`config.mk`:
```
export PLATFORM = sky130hd
export DESIGN_NAME = mips_cpu_register_file
export DESIGN_NICKNAME = d
export VERILOG_FILES = /design/src/rtl/mips_cpu_register_file.sv
export SDC_FILE = /design/constraint.sdc
export NUM_CORES = 2
export LEC_CHECK = 0
export CORE_MARGIN = 2
export CORE_UTILIZATION = 61
export DETAILED_ROUTE_END_ITERATION = 10
export PLACE_DENSITY = 0.81
export SETUP_SLACK_MARGIN = 0.3
export SLEW_MARGIN = 15
export SYNTH_ARGS = -nofsm -noshare
export SYNTH_HDL_FRONTEND = slang
export SYNTH_SLANG_ARGS = --single-unit
export TNS_END_PERCENT = 50
```
`constraint.sdc`:
```
create_clock -name clk -period 2.91 [get_ports clk]
set_clock_uncertainty 0.05 [all_clocks]
set_input_delay 0.582 -clock clk [delete_from_list [all_inputs] [get_ports clk]]
set_output_delay 0.582 -clock clk [all_outputs]
set_load 0.05 [all_outputs]
```
`src/rtl/mips_cpu_register_file.sv`:
```
// Architectural register file for the MIPS core: 32 GPRs plus HI/LO, two
// combinational read ports, optional same-cycle write-to-read bypass.
module mips_cpu_register_file #(
  parameter int BYPASS    = 0,
  parameter int REG_COUNT = 32
) (
  input  logic        clk,
  input  logic        reset,
  input  logic        clk_enable,
  input  logic        write_enable,
  input  logic [4:0]  reg_write_addr,
  input  logic [31:0] reg_write_data,
  input  logic [4:0]  read_addr_a,
  input  logic [4:0]  read_addr_b,
  output logic [31:0] read_data_a,
  output logic [31:0] read_data_b,
  input  logic        hi_write_enable,
  input  logic        lo_write_enable,
  input  logic [31:0] hi_write_data,
  input  logic [31:0] lo_write_data,
  output logic [31:0] hi_readdata,
  output logic [31:0] lo_readdata,
  output logic [31:0] register_v0
);

  logic [31:0] regs [REG_COUNT];
  logic [31:0] hi_reg;
  logic [31:0] lo_reg;

  logic gpr_commit;
  logic hi_commit;
  logic lo_commit;

  // Qualified write strobes; $zero is never a legal GPR destination.
  assign gpr_commit = clk_enable && write_enable && (reg_write_addr != 5'd0);
  assign hi_commit  = clk_enable && hi_write_enable;
  assign lo_commit  = clk_enable && lo_write_enable;

  always_ff @(posedge clk) begin
    if (reset) begin
      for (int i = 0; i < REG_COUNT; i++) begin
        regs[i] <= '0;
      end
      hi_reg <= '0;
      lo_reg <= '0;
    end else begin
      if (gpr_commit) begin
        regs[reg_write_addr] <= reg_write_data;
      end
      if (hi_commit) begin
        hi_reg <= hi_write_data;
      end
      if (lo_commit) begin
        lo_reg <= lo_write_data;
      end
    end
  end

  // Address 0 is forced to zero here so that neither storage nor bypass can leak a value.
  always_comb begin
    read_data_a = '0;
    read_data_b = '0;
    if (read_addr_a != 5'd0) begin
      if ((BYPASS != 0) && gpr_commit && (reg_write_addr == read_addr_a)) begin
        read_data_a = reg_write_data;
      end else begin
        read_data_a = regs[read_addr_a];
      end
    end
    if (read_addr_b != 5'd0) begin
      if ((BYPASS != 0) && gpr_commit && (reg_write_addr == read_addr_b)) begin
        read_data_b = reg_write_data;
      end else begin
        read_data_b = regs[read_addr_b];
      end
    end
  end

  always_comb begin
    hi_readdata = hi_reg;
    lo_readdata = lo_reg;
    if ((BYPASS != 0) && hi_commit) begin
      hi_readdata = hi_write_data;
    end
    if ((BYPASS != 0) && lo_commit) begin
      lo_readdata = lo_write_data;
    end
  end

  // Debug tap: always the stored $v0, never bypassed.
  assign register_v0 = regs[2];

endmodule

```
* Yosys cells after proc, flatten, opt, wreduce, memory -nomap -nowiden
Memory sizes are Yosys's and may differ from the RTL's. Cells that the tools add are included.
Cells by class: multiplexer cells 10, reductions and logical operators 8
Operator list (number):
- $mux 32 | 3
- $reduce_or 32->1 | 1
- $reduce_bool 5->1 | 3
- $mux 1 | 6
- $mux 5 | 1
- $logic_and 1x1->1 | 4
Word-level totals: word-level logic and storage cells 21, memory bits (writable) 1024, memories 1, bits in registers 64
Memories:
- regs | depth 32, bits a word 32, read ports 3, clocked after memory_dff 0, wr ports 32, line 26 | logic [31:0] regs [REG_COUNT];

* Logic depth before layout (Yosys ltp)
word-level depth 7, gate-level depth with buffers 9, gate-level depth less buffers 4

* Least setup slack after synthesis
No wires, ideal clock.
kind in2out, start input port read_addr_a[0], end output port read_data_a[23], arrival 3.412 ns, stages on the path 9, setup slack -1.134 ns, path buffers 5, required time 2.278 ns, cells stage by stage buf_6 > buf_6 > buf_8 > buf_12 > buf_8 > mux2i_1 > a22oi_1 > a31oi_1 > a2111oi_1
Between the ends: longest elaborated chain between the ends 2, elaborated cells on any way between the ends 3, those cells by class mux: 1; reduce/logical: 1; memory: 1
RTL lines:
- start: declaration | line 13 | input logic [4:0] read_addr_a,
- $mem_v2 32x32 or $reduce_bool 5->1 (tied branches)
- $mux 32 (*) | line 63 | if (read_addr_a != 5'd0) begin
- end: declaration | line 15 | output logic [31:0] read_data_a,
Mark *: on every way between the ends. The rest lies on a longest branch, timed or not.

==> metrics.md <==
| Metric | Value |
|---|---|
| Synth top cells by count | edfxtp_1, and2_1, mux4_2 |
| CP Cell Sequence | mux4_2, mux2_2, nor3b_2, buf_4, nor4_4, buf_4, buf_12 |
| CTS max path bufs | 3 |
| Peak supply drop | 529 µV |
| WP data arrival | 2.85 ns |
| Antenna viol nets, final | 0 |
| Buf+Inv Stages, Crit Path | 3 |
| Count leader, synth | edfxtp_1 |
| Synthesized area | 56900 µm² |
| Worst Setup Path Type | reg2out |
| Mux contribution to synthesized area | 20.3% |
| Least-Margin Pin Slew | 0.784 ns |
| Synth warn | 0 |
| Final Non-Filler Cells | 6089 |
| Total wire length | 208000 µm |
| Crit share post-route | 120% |
| Global-route wire length before repair | 291000 µm |
| Routed via count | 43.0k |
| Layout cells sized above 1 | 35.2% |
| Post-synth EDFFs | 1024 |
| Vias per cell | 7.07 |
| WHS | 0.359 ns |
| Initial antenna violation count | 6 |
| Final GP Congestion | 1.01 |
| Post-CTS Hold Fix Bufs | 0 |
| DRT Pass-1 Iters | 7 |
| Leakage power | 27.3 nW |
| Placed cells | 5736 |
| Nets | 4854 |
| Top_reg_cell synth | edfxtp_1 |
| Critical path peak fanout | 2 |
| Fmax | 287 MHz |
| Hold Crit Start | lo_write_data[31] |
| CP max stage delay | 0.50 ns |
| Port bufs | 276 |
| Sequential-to-total area share from yosys stat | 56.3% |
| Die area | 95800 µm² |
| CP most frequent cell | buf_4 |
| # IOs | 277 |
| Starting Density | 61.3% |
| Avg WL per Cell | 34.2 µm |
| Pwr Density | 539 nW/µm² |
| Die Span X | 310 µm |
| H-Tree Depth | 3 |
| Rows | 112 |
| Synth top area share | 54.0% |
| Critical path's slowest cell | mux4_2 |
| Total core area | 92900 µm² |
| Post-synthesis cell count | 4066 |
| Final Setup Violations | 64 |
| Area share of xor/xnor cells in the synthesized design | 0% |
| CTS tree | done |
| Detailed-placement wirelength estimate | 127000 µm |
| Top delay family on crit path | multiplexers |
| Req. time, crit path | 2.28 ns |
| Final hold violations | 0 |
| Top area cells in the synthesized netlist | edfxtp_1, mux4_2, and2_1 |
| Post-route minimum period | 3.48 ns |
| Total power draw | 40.0 mW |
| Syn-to-layout area delta | 30.2% |
| Synth cell types | 48 |
| Worst min path class | in2reg |
| #FFs+latches synth | 1088 |
| Num Clock Sinks | 1088 |
| R2r startpoint | hi_readdata[15] |
| Clk pin slew, worst setup/hold paths | 0.06 ns |
| Die Height | 310 µm |
| Simple logic cell fraction of the synthesized area | 14.1% |
| Initial detailed-routing violation count | 6784 |
| Largest family of logic cells by synthesized area | multiplexers |
| Startpoint Class | register |
| RSZ-0062 raised after global routing | yes |
| Run status | finished with violations |
| Vias in the first global route | 43.2k |
| Async SR Flop Fraction | 0% |
| Pin count of the biggest net entering global routing | 127 |
| Adder-cell area share of the yosys netlist | 0% |
| Grt total ovfl | 0 |
| Failing checks | setup timing |
| GR Util All Layers | 42.7% |
| Total CTS buffers | 112 |
| Clock latency at the later pin of the worst-skew pair | 0.72 ns |
| CTS root buf | clkbuf_16 |
| Setup ws final | -0.570 ns |
| Final Slew Violations | 0 |
| Max_cap viols | 0 |
| Rel. slew slack | 47.7% |
| CP Launch Point | regs[13][2] |
| Synth Area in Compound Gates | 5.99% |
| CP Capture Type | output pin |
| Mean area per synthesized cell | 14.0 µm² |
| Yosys top cell by area | edfxtp_1 |
| DRC | 0 |
state kept, by name, summed over array words and instances (netlist names):
name and count:
regs 1024, lo_readdata 32, hi_readdata 32
per-stage QoR:
| stage | utilization, % | instance area, µm² | setup TNS, ns | setup WS [ns] |
|---|---|---|---|---|
| global placement | 72.0 | 66900 | -26.24 | -0.705 |
| CTS | 78.9 | 73300 | -11.42 | -0.326 |
| global route | 79.8 | 74100 | -16.33 | -0.582 |
| finish | 79.8 | 74100 | -15.75 | -0.570 |
| detailed placement | 72.0 | 66900 | -27.63 | -0.714 |
| floorplan | - | 58900 | -0.927 | -0.0610 |
power by group:
part / leakage, nW / internal (mW) / switching, mW
sequential: 10.3 / 17.9 / 0.534
clock: 1.71 / 7.89 / 6.25
combinational: 15.3 / 3.25 / 4.10
total: 27.3 / 29.1 / 10.9
logic make-up after synthesis:
logic type             Yosys count
AND/OR/NAND/NOR               1356
AO/OA/AOI/OAI                  478
other                            1
multiplexers                   714
flip-flops                    1088
buffers and inverters          429
path summary, 6_finish.rpt:
path | to | slack (ns) | cells past startpoint
setup / recovery | read_data_a[2] | -0.57 | 7
hold / removal | lo_readdata[31] | 0.36 | 3
setup reg to reg | hi_readdata[15] | 2.11 | 2
hold reg to reg | hi_readdata[2] | 0.40 | 2
cells in the final DEF (no fill, tap or decap), types with 19 or more instances in the layout:
master           Yosys  final
clkbuf_1           324     31
clkbuf_16            0    116
o21ai_4              0     20
nand2_1            142    140
nor2_2               0     30
clkinv_1             0     24
a2111oi_4            0     30
buf_16               0     30
mux4_2             348    348
buf_6               13     82
and2_1             997    995
edfxtp_1          1024   1024
mux2i_1            328    324
clkdlybuf4s50_1      0    174
or2_2               32     31
a22oi_2              0     38
buf_4               25    453
mux2_4               0     27
a22o_4               0     19
nor3_4               0     28
dfxtp_1             64     64
o221ai_1            29     27
nor4_4               0     33
a211oi_2             0     55
nor2b_1             61     41
conb_1               1     32
a21oi_1            117     76
a22o_1              54     34
a21oi_2              0     40
a22oi_1            104     66
buf_12               1    169
timing repair:
action | 4_1_cts | 5_1_grt
pin swaps | 126 | 66
buffers inserted | 84 | 35
resized for setup | 329 | 120
cloned | 18 | 4
setup endpoints to repair | 81 | 72
layout make-up:
class,instances,area (µm²)
Timing Repair Buffer,953,10900
Clock buffer,146,2970
Clock inverter,61,546
Multi-Input combinational cell,2582,26100
Sequential cell,1088,32000
Fill cell,4703,18800
Tap cell,1254,1570
Antenna cell,5,12.5
worst register-to-register path: stages, from the launching register on:
cell	delay [ns]
dfxtp_1	0.36
nand2_1	0.07
a21oi_1	0.23
layer usage:
metal	vias to the layer above	wire (µm)	global-route usage, %	share of wire [%]
li1	16757	-	-	-
met1	21161	66800	52.8	32
met2	4072	93600	64.3	45
met3	1021	30000	13.0	14
met4	8	18000	30.5	8.6
met5	-	56	0	0.027
No activity file was read; power rests on OpenSTA's default activity.
